===== src/rtl/cpu_mem_pkg.sv =====
// Shared types and constants for the CPU memory-port arbiter.
// Latency: n/a (definitions only).
// Backpressure: n/a.
package cpu_mem_pkg;

  // Arbiter states. The arbiter is either idle or serving exactly one port.
  typedef enum logic [1:0] {
    IDLE   = 2'd0,
    GNT_IF = 2'd1,
    GNT_D  = 2'd2
  } arb_state_t;

  // Transfer size/sign codes (funct3 encoding).
  localparam logic [2:0] LB  = 3'b000;
  localparam logic [2:0] LH  = 3'b001;
  localparam logic [2:0] LW  = 3'b010;
  localparam logic [2:0] LBU = 3'b100;
  localparam logic [2:0] LHU = 3'b101;

  // Instruction fetches are always full words.
  localparam logic [2:0] FETCH_TYPE = LW;

endpackage


===== src/rtl/mem_arb_watchdog.sv =====
// Access watchdog: counts cycles a granted access waits for its ack.
// Latency: expire is combinational once the count reaches TIMEOUT-1 while enabled.
// Backpressure: none; clr wins over en, the count holds at TIMEOUT-1.
//
// Ports:
//   clk, rst  clock and asynchronous active-high reset
//   clr       restart the count (asserted on each new grant)
//   en        count this cycle (access outstanding, no ack)
//   expire    the access has waited TIMEOUT cycles without an ack
module mem_arb_watchdog #(
  parameter int TIMEOUT = 16
) (
  input  logic clk,
  input  logic rst,
  input  logic clr,
  input  logic en,
  output logic expire
);

  localparam int CW = (TIMEOUT > 1) ? $clog2(TIMEOUT) : 1;
  localparam logic [CW-1:0] LAST = CW'(TIMEOUT - 1);

  logic [CW-1:0] cnt;

  always_ff @(posedge clk or posedge rst) begin
    if (rst) begin
      cnt <= '0;
    end else if (clr) begin
      cnt <= '0;
    end else if (en && (cnt != LAST)) begin
      cnt <= cnt + CW'(1);
    end
  end

  // Gated by en so an ack arriving on the last cycle still wins.
  assign expire = en && (cnt == LAST);

endmodule


===== src/rtl/mem_port_arbiter.sv =====
// Shares one single-ported memory between the fetch port and the load/store port.
// Latency: request cycle 0 -> mem_req cycle 1 -> valid one cycle after mem_ack.
// Backpressure: requests hold until their valid pulse; x_stall tells the pipeline to wait.
//
// Ports:
//   CLK, Reset                         clock, asynchronous active-high reset
//   if_req/if_addr                     fetch request (held until if_valid)
//   if_rdata/if_valid/if_stall         fetch result, completion pulse, stall
//   d_rd_en/d_wr_en/d_addr/d_wdata/d_type   load/store request (held until d_valid)
//   d_rdata/d_valid/d_stall            load result (0 for stores), completion pulse, stall
//   err                                watchdog abort, coincident with the aborted port's valid
//   mem_req/mem_we/mem_addr/mem_wdata/mem_type   latched request to memory
//   mem_rdata/mem_ack                  memory response
module mem_port_arbiter
  import cpu_mem_pkg::*;
#(
  parameter int MAX_D_STREAK = 4,
  parameter int TIMEOUT      = 16
) (
  input  logic        CLK,
  input  logic        Reset,
  input  logic        if_req,
  input  logic [31:0] if_addr,
  output logic [31:0] if_rdata,
  output logic        if_valid,
  output logic        if_stall,
  input  logic        d_rd_en,
  input  logic        d_wr_en,
  input  logic [31:0] d_addr,
  input  logic [31:0] d_wdata,
  input  logic [2:0]  d_type,
  output logic [31:0] d_rdata,
  output logic        d_valid,
  output logic        d_stall,
  output logic        err,
  output logic        mem_req,
  output logic        mem_we,
  output logic [31:0] mem_addr,
  output logic [31:0] mem_wdata,
  output logic [2:0]  mem_type,
  input  logic [31:0] mem_rdata,
  input  logic        mem_ack
);

  localparam int SW = $clog2(MAX_D_STREAK + 1);
  localparam logic [SW-1:0] STREAK_MAX = SW'(MAX_D_STREAK);

  arb_state_t    state, state_nxt;
  logic [SW-1:0] streak;
  logic          d_req;
  logic          arb_ok;
  logic          grant_if, grant_d;
  logic          done, abort;
  logic          wd_en, wd_expire;

  assign d_req = d_rd_en | d_wr_en;

  // While either valid is high its requester has not yet seen completion and
  // still presents the old request, so no arbitration happens that cycle.
  assign arb_ok = ~if_valid & ~d_valid;

  assign if_stall = if_req & ~if_valid;
  assign d_stall  = d_req & ~d_valid;

  assign wd_en = (state != IDLE) & ~mem_ack;

  mem_arb_watchdog #(
    .TIMEOUT (TIMEOUT)
  ) u_watchdog (
    .clk    (CLK),
    .rst    (Reset),
    .clr    (grant_if | grant_d),
    .en     (wd_en),
    .expire (wd_expire)
  );

  always_ff @(posedge CLK or posedge Reset) begin
    if (Reset) begin
      state <= IDLE;
    end else begin
      state <= state_nxt;
    end
  end

  always_comb begin
    state_nxt = state;
    grant_if  = 1'b0;
    grant_d   = 1'b0;
    done      = 1'b0;
    abort     = 1'b0;
    case (state)
      IDLE: begin
        if (arb_ok) begin
          // Data wins unless fetch has already lost MAX_D_STREAK times in a row.
          if (d_req && (!if_req || (streak < STREAK_MAX))) begin
            grant_d   = 1'b1;
            state_nxt = GNT_D;
          end else if (if_req) begin
            grant_if  = 1'b1;
            state_nxt = GNT_IF;
          end
        end
      end
      GNT_IF, GNT_D: begin
        if (mem_ack) begin
          done      = 1'b1;
          state_nxt = IDLE;
        end else if (wd_expire) begin
          abort     = 1'b1;
          state_nxt = IDLE;
        end
      end
      default: state_nxt = IDLE;
    endcase
  end

  // Memory request registers and per-port results.
  always_ff @(posedge CLK or posedge Reset) begin
    if (Reset) begin
      mem_req   <= 1'b0;
      mem_we    <= 1'b0;
      mem_addr  <= '0;
      mem_wdata <= '0;
      mem_type  <= '0;
      if_rdata  <= '0;
      if_valid  <= 1'b0;
      d_rdata   <= '0;
      d_valid   <= 1'b0;
      err       <= 1'b0;
    end else begin
      if_valid <= 1'b0;
      d_valid  <= 1'b0;
      err      <= 1'b0;
      if (grant_d) begin
        mem_req   <= 1'b1;
        mem_we    <= d_wr_en;   // rd and wr together resolve to a write
        mem_addr  <= d_addr;
        mem_wdata <= d_wdata;
        mem_type  <= d_type;
      end else if (grant_if) begin
        mem_req   <= 1'b1;
        mem_we    <= 1'b0;
        mem_addr  <= if_addr;
        mem_wdata <= '0;
        mem_type  <= FETCH_TYPE;
      end else if (done || abort) begin
        mem_req <= 1'b0;
        mem_we  <= 1'b0;
        err     <= abort;
        if (state == GNT_IF) begin
          if_valid <= 1'b1;
          if_rdata <= done ? mem_rdata : '0;
        end else begin
          d_valid <= 1'b1;
          d_rdata <= (done && !mem_we) ? mem_rdata : '0;
        end
      end
    end
  end

  // Consecutive data grants won against a waiting fetch.
  always_ff @(posedge CLK or posedge Reset) begin
    if (Reset) begin
      streak <= '0;
    end else if (!if_req || grant_if) begin
      streak <= '0;
    end else if (grant_d && (streak < STREAK_MAX)) begin
      streak <= streak + SW'(1);
    end
  end

endmodule

===== config.mk =====
export PLATFORM = sky130hd
export DESIGN_NAME = mem_port_arbiter
export DESIGN_NICKNAME = d
export VERILOG_FILES = /design/src/rtl/cpu_mem_pkg.sv /design/src/rtl/mem_arb_watchdog.sv /design/src/rtl/mem_port_arbiter.sv
export SDC_FILE = /design/constraint.sdc
export NUM_CORES = 1
export LEC_CHECK = 0
export BUFFER_PORTS_ARGS = -buffer_cell sky130_fd_sc_hd__clkbuf_2
export CAP_MARGIN = 20
export CORE_UTILIZATION = 48
export DETAILED_ROUTE_END_ITERATION = 10
export HOLD_SLACK_MARGIN = 0.12
export PLACE_DENSITY = 0.86
export SLEW_MARGIN = 20
export SYNTH_ARGS = -nofsm -noshare
export SYNTH_HDL_FRONTEND = slang
export SYNTH_SLANG_ARGS = --single-unit

===== constraint.sdc =====
create_clock -name CLK -period 4.9 [get_ports CLK]
set_input_delay 0.49 -clock CLK [delete_from_list [all_inputs] [get_ports CLK]]
set_output_delay 0.49 -clock CLK [all_outputs]
set_load 0.02 [all_outputs]

==> results.yml, run 1 <==
status:
  status: "completed"
synthesis:
  ys.flop_type: "dfrtp_1"
  synthDominantCellAreaShare: 0.574
  syn_nets: 705
  synth_top_cell_by_area: "dfrtp_1"
  synth_area_mm2: 0.00632
  synth-seq-area-share: 0.574
  ys_warn_count: 0
  syn_area_per_cell_um2: 11.2
  synth_cell_types: 40
  synth_edf_count: 0
  synth_area_leaders: "dfrtp_1 (57%), mux2_4 (6.9%), nand2_1 (6.1%)"
  ys_ff_latch: 145
  async_reset_ff_frac: 1.00
  netlist_instances: 564
timing:
  clock.fmax_mhz: 341
  rsz0062_at_grt: "no"
  slew_viol_final: 0
  finalCritPeriodShare: 0.599
  hold_viol: 0
  worst_pin_slew_ps: 902
  fin_setup_tns_ps: 0
  slew-limit-headroom: 0.399
  worst_slack_ps: 1970
  setup_violations: 0
  skew_ps: 6.43
  holdWs_ps: 185
  fin_crit_ps: 2930
routing:
  wl_met3_um: 734
  drc: 0
  wl_met1_um: 6890
  first_pass_iters: 4
  wl_per_cell_um: 16.1
  via_per_inst: 5.15
  highest_layer: "met4"
  wl_um: 16300
  dr_wl_met2_um: 8160
  vias: 5211
  drtAntennaViolNets: 0
  drt_iter0_markers: 320
worst_hold_path:
  hp-class: "in2async"
clock_network:
  cts.repair.resized: 0
  clock_path_buffers: 2
  clock_sinks: 145
  htreeDepth: 4
  cts.clk_slew.worst_paths_ps: 60
  cts_setup_buffers: 0
  ctsHoldBuffers: 0
  root_buffer: "clkbuf_16"
  clkLatencyLatePin_ps: 420
  cts_tree: "yes"
  numCtsBuffers: 17
worst_setup_path:
  r2r_end: "d_rdata[23]"
  rrSetupSlack_ps: 1970
  worstSetupEndpointType: "flip-flop"
  critPathKind: "reg2reg"
  critPathRequiredTime_ps: 5230
  arrival_ps: 3270
  reg2reg_depth: 6
  critical_path.max_fanout: 35
  r2r-start: "state[0]"
  crit_path_start_kind: "flip-flop"
finish:
  mostFrequentLayoutCell: "clkbuf_2"
  fin_nets: 967
  layout-drive-gt1-share: 0.422
  n_antenna_cell: 0
  syn_to_final_growth_pct: 32.8
  finalNonFillerCells: 1011
  fillers: 1034
  layout_common_cells: "clkbuf_2 (274), dfrtp_1 (145), nand2_1 (103)"
run:
  cap_violations: 0
power_and_ir_drop:
  leakage_nw: 4.54
  vdd.ir_drop.worst_uv: 562
  powerDensity_mw_per_mm2: 687
placed_design:
  dpl.hpwl_um: 11600
  gp_congestion: 0.820
  port_buffers: 274
  pre_cts_ws_ps: 1740
  dp.cells: 979
global_routing:
  grt_overflow: 0
  grt_start_max_net_pins: 78
  antenna_found_initial: 0
  grt_pass1_wl_um: 25200
  grt_pass1_vias: 5120
  grt_use_total: 0.247
floorplanning:
  row_count: 41
  die_y_um: 117
  die_area_mm2: 0.0136
  initial_core_util: 0.497
  fp.dieW_um: 117
  core_mm2: 0.0127
  num_io_pins: 275
==> power breakdown <==
| part | total, mW | leakage (nW) | internal (mW) | switching, mW |
|---|---|---|---|---|
| Combinational | 2.58 | 2.39 | 0.968 | 1.61 |
| Sequential | 1.90 | 1.86 | 1.64 | 0.257 |
| Clock | 1.29 | 0.285 | 0.770 | 0.524 |
==> worst max-delay path, cell delays in order (launching register included) <==
cell	delay, ps
dfrtp_1	370
inv_1	50
ha_1	870
o21ai_1	360
nor3_4	390
buf_4	510
mux2i_1	280
==> Yosys cell counts (2+ instances only) <==
| library cell | n |
|---|---|
| dfrtp_1 | 145 |
| nand2_1 | 103 |
| nor2_1 | 39 |
| inv_1 | 36 |
| a22o_1 | 35 |
| mux2i_1 | 33 |
| a31oi_1 | 32 |
| and3_1 | 32 |
| mux2_4 | 29 |
| clkbuf_1 | 26 |
| buf_2 | 7 |
| buf_6 | 5 |
| ha_1 | 4 |
| mux2_2 | 3 |
| nor2b_1 | 3 |
| nor3b_1 | 3 |
| a21boi_0 | 2 |
| a32o_1 | 2 |
| nand2b_1 | 2 |
| o21a_1 | 2 |
| xor2_1 | 2 |
==> worst max path at each step <==
stage | cells past startpoint | startpoint | slack, ps | end
floorplan | 1 | Reset | 520 | d_rdata[0]
global placement | 5 | state[0] | 1840 | if_rdata[0]
detailed placement | 5 | state[1] | 1740 | if_rdata[18]
CTS | 5 | state[0] | 1720 | if_rdata[1]
global route | 6 | state[1] | 1780 | d_rdata[23]
finish | 6 | state[0] | 1970 | d_rdata[23]
==> layout make-up <==
cell class	instances	area (um2)	share of cell area
Tap cell	172	215	0.0256
Clock inverter	14	156	0.0186
Multi-Input combinational cell	344	2380	0.283
Timing Repair Buffer	282	1440	0.171
Inverter	36	140	0.0167
Clock buffer	18	439	0.0523
Sequential cell	145	3630	0.432
==> flip-flops by register name, summed over array words and instances, names as in the netlist, 2 cells and up <==
signal          count
mem_type            3
u_watchdog.cnt      4
state               2
d_rdata            32
mem_wdata          32
mem_addr           32
streak              3
if_rdata           32
==> cells by family after synthesis <==
group,Yosys count,share of synthesized area
xor gates and xnor gates,3,0.00416
and+or+nand+nor,192,0.140
AOI/OAI and AO/OA,80,0.0957
muxes,65,0.126
buffers and inverters,75,0.0518
adders and majority gates,4,0.00791
DFF,145,0.574
==> metal layers <==
| metal | track usage | vias up |
|---|---|---|
| met5 | 0 | - |
| met4 | 0.125 | 0 |
| met3 | 0.0582 | 44 |
| met2 | 0.406 | 184 |
| met1 | 0.306 | 2546 |
| li1 | - | 2437 |
==> stage by stage <==
| step | utilization | instance area (um2) | total power, mW |
|---|---|---|---|
| after CTS | 0.660 | 8400 | 5.81 |
| final | 0.660 | 8400 | 5.77 |
| after detailed placement | 0.613 | 7800 | 4.50 |
| after floorplan | - | 6320 | 3.70 |
| after global routing | 0.660 | 8400 | 6.11 |
| after global placement | 0.612 | 7790 | 4.41 |
Power figures use the tool's default switching activity.
==> inputs of run 2 (changes only) <==
Settings changed: ABC_AREA from default to 1, CORE_UTILIZATION 48 to 44, PLACE_DENSITY 0.86 to 0.82.
Clock period 4.9 ns to 2.57 ns, I/O delays scaled along.
==> run 2 against run 1 <==
  * Combinational power grew 130%
  * Wire length grew 22%
  * Synthesized cell count grew 60%
  * Critical path depth grew 4
  * Sequential power grew 110%
==> results.yml, run 2 <==
synthesis:
  synth_common_cells: "nand2_1 (412), dfrtp_1 (145), nor2_1 (81), inv_1 (76), nand3_1 (41)"
  synth_cell_types: 25
  synth_edf_count: 0
  syn_nets: 1043
  synth_area_mm2: 0.00690
  synth-seq-area-share: 0.526
  synth_most_common_cell: "nand2_1"
  synth_top_cell_by_area: "dfrtp_1"
  ys.flop_type: "dfrtp_1"
  synth_area_leaders: "dfrtp_1 (53%), nand2_1 (22%), nor2_1 (4.4%)"
  netlist_instances: 902
  async_reset_ff_frac: 1.00
  ys_warn_count: 0
  syn_area_per_cell_um2: 7.64
  ys_ff_latch: 145
  synthDominantCellAreaShare: 0.526
global_routing:
  grt_overflow: 0
  antenna_found_initial: 0
  grt_use_total: 0.256
  grt_start_max_net_pins: 93
  grt_busiest_layer: "met2"
  met2_usage: 0.442
  met3_usage: 0.0716
  grt_util_met1: 0.304
  grt_pass1_wl_um: 32400
  grt_pass1_vias: 6683
placed_design:
  dpl.hpwl_um: 12900
  pre_cts_ws_ps: 398
  place_area_mm2: 0.00844
  port_buffers: 274
  gp_congestion: 0.780
  dp.cells: 1348
finish:
  mostFrequentLayoutCell: "nand2_1"
  fin_area_mm2: 0.00961
  multi_input_area_mm2: 0.00272
  ff_latch_area_mm2: 0.00363
  syn_to_final_growth_pct: 39.4
  layout-drive-gt1-share: 0.274
  n_antenna_cell: 0
  layout_common_cells: "nand2_1 (412), clkbuf_2 (274), dfrtp_1 (145)"
  fin_util: 0.630
  finalNonFillerCells: 1435
  fillers: 1334
  fin_nets: 1352
worst_setup_path:
  critPathKind: "reg2reg"
  crit_path_start_kind: "flip-flop"
  critPathRequiredTime_ps: 2930
  worstSetupEndpointType: "flip-flop"
  critical_path.max_fanout: 71
  arrival_ps: 2670
timing:
  setup_violations: 0
  slew_viol_final: 0
  rsz0062_at_grt: "no"
  fin_crit_ps: 2310
  holdWs_ps: 132
  slew-limit-headroom: 0.508
  worst_slack_ps: 258
  skew_ps: 7.70
  finalCritPeriodShare: 0.900
  hold_viol: 0
  worst_pin_slew_ps: 738
  fin_setup_tns_ps: 0
  clock.fmax_mhz: 432
floorplanning:
  fp.dieW_um: 127
  row_count: 45
  core_mm2: 0.0153
  die_y_um: 127
  die_area_mm2: 0.0162
  num_io_pins: 275
  initial_core_util: 0.452
routing:
  wl_per_cell_um: 13.9
  vias: 6896
  drtAntennaViolNets: 0
  via_per_inst: 4.81
  wl_um: 20000
  drt_iter0_markers: 439
  drc: 0
  first_pass_iters: 5
clock_network:
  clkLatencyLatePin_ps: 420
  cts_tree: "yes"
  cts.clk_slew.worst_paths_ps: 60
  clock_path_buffers: 2
  htreeDepth: 4
  numCtsBuffers: 17
  root_buffer: "clkbuf_16"
  cts_setup_buffers: 0
  clock_sinks: 145
power_and_ir_drop:
  leakage_nw: 5.60
  vdd.ir_drop.worst_uv: 629
  finalPower_mw: 12.5
  powerDensity_mw_per_mm2: 1300
run:
  cap_violations: 0
status:
  status: "completed"
worst_hold_path:
  hp-class: "in2reg"
run 2: repair_timing:
item / 4_1_cts / 5_1_grt
endpoints found under the hold margin: 67 / 0
gates resized for setup: 0 / 0
hold buffers: 55 / 0
setup endpoints to repair: 0 / 0
run 2: layout make-up:
type,count,area share
Clock buffer,24,0.0522
Clock inverter,8,0.0129
Inverter,79,0.0314
Multi-Input combinational cell,625,0.283
Sequential cell,145,0.377
Tap cell,211,0.0275
Timing Repair Buffer,343,0.216
run 2: where the power goes:
group          switching, mW  total, mW  internal, mW
Combinational           4.07       5.96          1.89
Sequential             0.617       3.96          3.34
Clock                  0.933       2.59          1.66
Total                   5.62       12.5          6.89
run 2: layer usage:
metal  vias up  wire length [um]
met5         -                 0
met4         0               507
li1       3375                 -
met3        45              1420
met2       292              9880
met1      3184              8160
run 2: critical path, cell delays in order (launching register included):
cell           delay (ps)
dfrtp_1               380
inv_1                  80
ha_1                  280
nand2_1               150
nor2_4                180
buf_12                300
nand2_1                80
nand2_1                80
dlygate4sd3_1         560
nand2_1                50
nand2_1                80
run 2: path summary, 6_finish.rpt:
check	startpoint	slack, ps	end	cells after the start
max	state[1]	260	mem_addr[16]	10
min	if_addr[4]	130	mem_addr[4]	5
max reg2reg	state[1]	260	mem_addr[16]	10
min reg2reg	d_rdata[27]	470	d_rdata[27]	2
max in group asynchronous	Reset	1250	if_rdata[6]	4
min in group asynchronous	Reset	430	if_rdata[13]	3
run 2: logic make-up (layout without fill, tap and decap cells):
group / count (synthesis) / in the layout / share of synthesized area
buf+inv: 132 / 454 / 0.0806
fa+ha+maj: 4 / 4 / 0.00726
flops: 145 / 145 / 0.526
simple gates: 580 / 580 / 0.342
compound gates: 39 / 39 / 0.0414
xor+xnor: 2 / 2 / 0.00254
